<file path="src/rtl/axi4_wide_to_axi4_long_rd.sv">
// Wide-to-narrow AXI4 read adapter: one wide burst of len+1 beats becomes one narrow
// burst of 4*(len+1) beats, and the narrow beats are packed back into wide words.
module axi4_wide_to_axi4_long_rd #(
   parameter int unsigned IDSIZE = 1,
   parameter int unsigned ASIZE  = 12,
   parameter int unsigned LSIZE  = 12,
   parameter int unsigned WDSIZE = 128,
   parameter int unsigned NDSIZE = 32
) (
   input  logic                axi_aclk,
   input  logic                axi_aresetn,
   // upstream read address
   input  logic [IDSIZE-1:0]   s_arid,
   input  logic [ASIZE-1:0]    s_araddr,
   input  logic [LSIZE-1:0]    s_arlen,
   input  logic                s_arvalid,
   output logic                s_arready,
   // upstream wide read data
   output logic [IDSIZE-1:0]   s_rid,
   output logic [WDSIZE-1:0]   s_rdata,
   output logic [1:0]          s_rresp,
   output logic                s_rlast,
   output logic                s_rvalid,
   input  logic                s_rready,
   // downstream read address
   output logic [IDSIZE-1:0]   n_arid,
   output logic [ASIZE-1:0]    n_araddr,
   output logic [LSIZE+1:0]    n_arlen,
   output logic                n_arvalid,
   input  logic                n_arready,
   // downstream narrow read data
   input  logic [IDSIZE-1:0]   n_rid,
   input  logic [NDSIZE-1:0]   n_rdata,
   input  logic [1:0]          n_rresp,
   input  logic                n_rlast,
   input  logic                n_rvalid,
   output logic                n_rready
);

   localparam int unsigned RATIO = WDSIZE / NDSIZE;
   localparam int unsigned LANEW = (RATIO > 1) ? $clog2(RATIO) : 1;
   localparam logic [LANEW-1:0] LAST_LANE = LANEW'(RATIO - 1);
   localparam logic [1:0] RESP_SLVERR = 2'b10;

   typedef enum logic [1:0] {IDLE, ADDR, DATA} state_e;

   state_e             state_q, state_d;
   logic [IDSIZE-1:0]  id_q, id_d;
   logic [ASIZE-1:0]   addr_q, addr_d;
   logic [LSIZE-1:0]   len_q, len_d;
   logic [LANEW-1:0]   lane_q, lane_d;
   logic [LSIZE-1:0]   beat_q, beat_d;
   logic [WDSIZE-1:0]  wbuf_q, wbuf_d;
   logic [1:0]         resp_q, resp_d;
   logic               done_q, done_d;
   logic               s_arready_q, s_arready_d;
   logic               n_arvalid_q, n_arvalid_d;
   logic               s_rvalid_q, s_rvalid_d;
   logic [WDSIZE-1:0]  s_rdata_q, s_rdata_d;
   logic [1:0]         s_rresp_q, s_rresp_d;
   logic               s_rlast_q, s_rlast_d;

   logic               nr_hs_c, sr_hs_c, final_beat_c, last_lane_c;
   logic [WDSIZE-1:0]  word_c;
   logic [1:0]         resp_max_c;
   logic               unused_rid;

   assign unused_rid   = ^n_rid;
   assign n_rready     = (state_q == DATA) & ~done_q & (~s_rvalid_q | s_rready);
   assign nr_hs_c      = n_rvalid & n_rready;
   assign sr_hs_c      = s_rvalid_q & s_rready;
   assign final_beat_c = (beat_q == len_q);
   assign last_lane_c  = (lane_q == LAST_LANE);
   assign resp_max_c   = (n_rresp > resp_q) ? n_rresp : resp_q;

   // Lanes above the current one are already zero because wbuf is cleared per word.
   always_comb begin
      word_c = wbuf_q;
      for (int unsigned i = 0; i < RATIO; i++) begin
         if (lane_q == LANEW'(i)) word_c[i*NDSIZE +: NDSIZE] = n_rdata;
      end
   end

   always_comb begin
      state_d    = state_q;
      id_d       = id_q;
      addr_d     = addr_q;
      len_d      = len_q;
      lane_d     = lane_q;
      beat_d     = beat_q;
      wbuf_d     = wbuf_q;
      resp_d     = resp_q;
      done_d     = done_q;
      s_rvalid_d = s_rvalid_q;
      s_rdata_d  = s_rdata_q;
      s_rresp_d  = s_rresp_q;
      s_rlast_d  = s_rlast_q;

      case (state_q)
         IDLE: begin
            if (s_arvalid && s_arready_q) begin
               id_d    = s_arid;
               addr_d  = s_araddr;
               len_d   = s_arlen;
               lane_d  = '0;
               beat_d  = '0;
               wbuf_d  = '0;
               resp_d  = '0;
               done_d  = 1'b0;
               state_d = ADDR;
            end
         end
         ADDR: begin
            if (n_arvalid_q && n_arready) state_d = DATA;
         end
         DATA: begin
            if (sr_hs_c && s_rlast_q) state_d = IDLE;
         end
         default: state_d = IDLE;
      endcase

      if (sr_hs_c) begin
         s_rvalid_d = 1'b0;
         s_rlast_d  = 1'b0;
      end

      // A word completes on its last lane or early on n_rlast (truncated burst).
      if (nr_hs_c) begin
         if (last_lane_c || n_rlast) begin
            s_rvalid_d = 1'b1;
            s_rdata_d  = word_c;
            wbuf_d     = '0;
            lane_d     = '0;
            resp_d     = '0;
            beat_d     = beat_q + LSIZE'(1);
            if (final_beat_c && last_lane_c) begin
               s_rlast_d = 1'b1;
               done_d    = 1'b1;
               s_rresp_d = n_rlast ? resp_max_c : RESP_SLVERR;
            end else if (n_rlast) begin
               s_rlast_d = 1'b1;
               done_d    = 1'b1;
               s_rresp_d = RESP_SLVERR;
            end else begin
               s_rlast_d = 1'b0;
               s_rresp_d = resp_max_c;
            end
         end else begin
            wbuf_d = word_c;
            lane_d = lane_q + LANEW'(1);
            resp_d = resp_max_c;
         end
      end

      s_arready_d = (state_d == IDLE);
      n_arvalid_d = (state_d == ADDR);
   end

   always_ff @(posedge axi_aclk) begin
      if (!axi_aresetn) begin
         state_q     <= IDLE;
         id_q        <= '0;
         addr_q      <= '0;
         len_q       <= '0;
         lane_q      <= '0;
         beat_q      <= '0;
         wbuf_q      <= '0;
         resp_q      <= '0;
         done_q      <= 1'b0;
         s_arready_q <= 1'b0;
         n_arvalid_q <= 1'b0;
         s_rvalid_q  <= 1'b0;
         s_rdata_q   <= '0;
         s_rresp_q   <= '0;
         s_rlast_q   <= 1'b0;
      end else begin
         state_q     <= state_d;
         id_q        <= id_d;
         addr_q      <= addr_d;
         len_q       <= len_d;
         lane_q      <= lane_d;
         beat_q      <= beat_d;
         wbuf_q      <= wbuf_d;
         resp_q      <= resp_d;
         done_q      <= done_d;
         s_arready_q <= s_arready_d;
         n_arvalid_q <= n_arvalid_d;
         s_rvalid_q  <= s_rvalid_d;
         s_rdata_q   <= s_rdata_d;
         s_rresp_q   <= s_rresp_d;
         s_rlast_q   <= s_rlast_d;
      end
   end

   assign s_arready = s_arready_q;
   assign n_arvalid = n_arvalid_q;
   assign n_arid    = id_q;
   assign n_araddr  = addr_q;
   assign n_arlen   = {len_q, 2'b11};
   assign s_rid     = id_q;
   assign s_rdata   = s_rdata_q;
   assign s_rresp   = s_rresp_q;
   assign s_rlast   = s_rlast_q;
   assign s_rvalid  = s_rvalid_q;

endmodule

</file>
<file path="config.mk">
export PLATFORM = sky130hd
export DESIGN_NAME = axi4_wide_to_axi4_long_rd
export DESIGN_NICKNAME = d
export VERILOG_FILES = /design/src/rtl/axi4_wide_to_axi4_long_rd.sv
export SDC_FILE = /design/constraint.sdc
export NUM_CORES = 1
export LEC_CHECK = 0
export ABC_AREA = 0
export CORE_AREA = 8 8 176 145
export CTS_BUF_LIST = sky130_fd_sc_hd__clkbuf_8
export DETAILED_ROUTE_END_ITERATION = 8
export DIE_AREA = 0 0 184 153
export PLACE_DENSITY = 0.82
export SYNTH_ARGS = -nofsm -noshare
export SYNTH_HDL_FRONTEND = slang
export SYNTH_SLANG_ARGS = --single-unit
</file>
<file path="constraint.sdc">
create_clock -name axi_aclk -period 3 [get_ports axi_aclk]
set_clock_uncertainty 0.1 [all_clocks]
set_input_delay 0.45 -clock axi_aclk [delete_from_list [all_inputs] [get_ports axi_aclk]]
set_output_delay 0.45 -clock axi_aclk [all_outputs]
set_load 0.03 [all_outputs]
</file>
==> metrics <==
RSZ-0062 raised after global routing no; CP Capture Type output pin; vias in the first global route 9669; Synth top cells by count dfxtp_1, nand2_1, mux2i_1; NumNets Final 1431; Post-Synth Simple-Gate Area 0.110; antenna cells 0; slowest stage delay, CP 700 ps; mux cell area share after synthesis 0.108; Final Max Tran Viols 0; main combinational cell family by area after synthesis compound AO/OA/AOI/OAI gates; Fillers 1784; power density over cell area 531 nW/µm²; Peak supply drop 0.000315 V; total iterations of the first detailed-routing run 8; clock slew at reported path FFs 60 ps; synth unique cells 48; Final Util 0.689; slew at the pin closest to its max-slew limit 850 ps; Final TNS setup 0 ps; estimated wirelength of the detail-placed design 20.7 mm; EDFF count, synth 0; cell taking the most area after synthesis dfxtp_1; max_slew headroom 0.433; CTS sink count 306; fraction of layout cells with a size suffix above 1 0.0891; total gr overflow 0; asr flop ratio synth 0; synthesized area 12200 µm²; total die area 28200 µm²; cts repair resizes 0; Skew-Pair Late Insertion Delay 550 ps; Layout area overhead 29.0%; H-tree levels 2; YS warnings 0; sequential element share of the synthesized area 0.504; DRC Markers 0; routability congestion estimate 0.797; DIE HEIGHT 153 µm; vias per std cell 5.53; Final Hold Fails 0; minimum clock period 2870 ps; # Post-CTS Setup Buffers 0; TritonCTS clock tree built; most common cell in the netlist dfxtp_1; DR vias 9418; worst min path class in2reg; final setup violation count 0; CTS buffer count 48; global-route usage over all layers 0.218; Post-Syn Instances 1153; routed len/inst 18.5 µm; Synth Area in Compound Gates 0.210; final WL 31.4 mm; Max Fclk 348 MHz; #FFs+latches synth 306; Initial Util 0.534; Worst Path Class, Setup reg2out; Final Cell Area 15700 µm²; Die X 184 µm; Synth Area in Adders 0.00823; Leakage 0.00736 µW; Clock Path Buffers 3; initial DRC count 461; initial antenna violation count 0; core area 22800 µm²; number of top-level pins 230; root buffer cell clkbuf_8; CP cell instances or3b_1, nor2_1, clkdlybuf4s50_1; largest cells by area after synthesis dfxtp_1, mux2i_1, o211a_1, a22o_1, nand2_1; max-cap viol count 0; largest net degree at the start of global routing 88; Final period util 0.958; Main synth FF type dfxtp_1; Setup crit start kind register; critical path's slowest cell clkdlybuf4s50_1; Arr. time, crit path 2320 ps; syn avg cell area 10.6 µm²; Final ANT Viol Nets 0; instance area at placement 14600 µm²; status finished, final reports clean; Placement Rows 50; I/O Buffers 226; maximum fanout along the worst path 6; xor-xnor portion of the synthesized cell area 0.0122; # hold bufs at CTS 0; Worst Path Required 2450 ps; Synth top area share 0.504; first-pass GRT wire length 51.1 mm
==> final timing paths <==
path | start | endpoint | slack [ps] | cells after the start
worst max-delay path | state_q[1]$_SDFF_PN0_ | n_rready | 130 | 3
worst max register to register | lane_q[0]$_SDFFE_PN0P_ | wbuf_q[50]$_SDFFE_PN0P_ | 500 | 6
worst min-delay path | axi_aresetn | s_rdata[97]$_SDFFE_PN0P_ | 270 | 2
worst min register to register | wbuf_q[122]$_SDFFE_PN0P_ | wbuf_q[122]$_SDFFE_PN0P_ | 360 | 1
==> critical path: cells and delay by family (launching register included) <==
family        cells  cell delay (ps)
buf+inv           1              700
simple gates      2              680
flops             1              400
==> cell usage in the layout, fill, tap and decap left out, types with 2 or more instances in the layout <==
| master | instances |
|---|---|
| clkdlybuf4s50_1 | 225 |
| nand4_1 | 4 |
| and2_2 | 2 |
| nor2_1 | 14 |
| nor3_1 | 6 |
| ha_1 | 4 |
| ha_2 | 4 |
| nand3_1 | 12 |
| nor4_2 | 2 |
| buf_12 | 8 |
| o211a_1 | 129 |
| and4_1 | 2 |
| buf_4 | 23 |
| clkinv_2 | 6 |
| a22o_1 | 96 |
| a31oi_1 | 3 |
| xnor2_1 | 14 |
| and3_2 | 2 |
| a21boi_0 | 29 |
| nand2_1 | 195 |
| bufinv_16 | 2 |
| a21boi_1 | 2 |
| o21ai_0 | 4 |
| mux2i_1 | 131 |
| inv_1 | 19 |
| o21a_1 | 5 |
| o21ai_1 | 4 |
| nor2b_1 | 2 |
| and2_1 | 37 |
| xor2_1 | 3 |
| conb_1 | 2 |
| and3_1 | 4 |
| dfxtp_1 | 306 |
| nor4_1 | 2 |
| nor3_2 | 2 |
| clkbuf_8 | 67 |
==> registers in the layout, indices dropped and copies added (netlist names), 2 cells and up <==
register  count
s_rresp       2
wbuf_q      128
state_q       2
lane_q        2
resp_q        2
n_araddr     12
len_q        12
s_rdata     128
beat_q       12
==> through the flow <==
| stage | hold WS (ps) | total power [µW] | setup slack, ps | std cells |
|---|---|---|---|---|
| finish | 265 | 8330 | 127 | 1704 |
| global route | 247 | 8640 | 24.6 | 1704 |
| CTS | 222 | 8420 | 68.3 | 1704 |
| detailed placement | 343 | 4680 | 92.5 | 1618 |
| global placement | 341 | 4670 | 152 | 1618 |
| floorplan | 329 | 4460 | 963 | 1154 |
==> routing by layer <==
metal,part of all wire,vias up,GRT usage
met5,0,-,0
met4,0.014,0,0.0526
li1,-,4540,-
met3,0.072,34,0.0652
met1,0.46,4601,0.278
met2,0.45,243,0.358
==> power by group <==
part	internal, µW	switching (µW)	total, µW
registers	4090	21.4	4110
clock network	2150	1580	3740
logic	187	295	481
==> layout make-up <==
cell class	count	area [µm²]	share of cell area
Clock buffer	67	922	0.0588
Clock inverter	19	136	0.00869
Inverter	9	33.8	0.00215
Multi-Input combinational cell	734	5490	0.350
Sequential cell	306	6130	0.390
Tap cell	312	390	0.0249
Timing Repair Buffer	257	2600	0.165
==> kinds of logic (layout without fill, tap and decap cells) <==
| logic type | after synthesis | in the layout |
|---|---|---|
| muxes | 131 | 131 |
| DFF | 306 | 306 |
| buffers and inverters | 114 | 352 |
| adders and majority gates | 8 | 8 |
| other | 1 | 2 |
| xor gates and xnor gates | 17 | 17 |
| AOI/OAI and AO/OA | 282 | 282 |
| and+or+nand+nor | 294 | 294 |
Note: power is estimated with default switching activity, not from simulation.
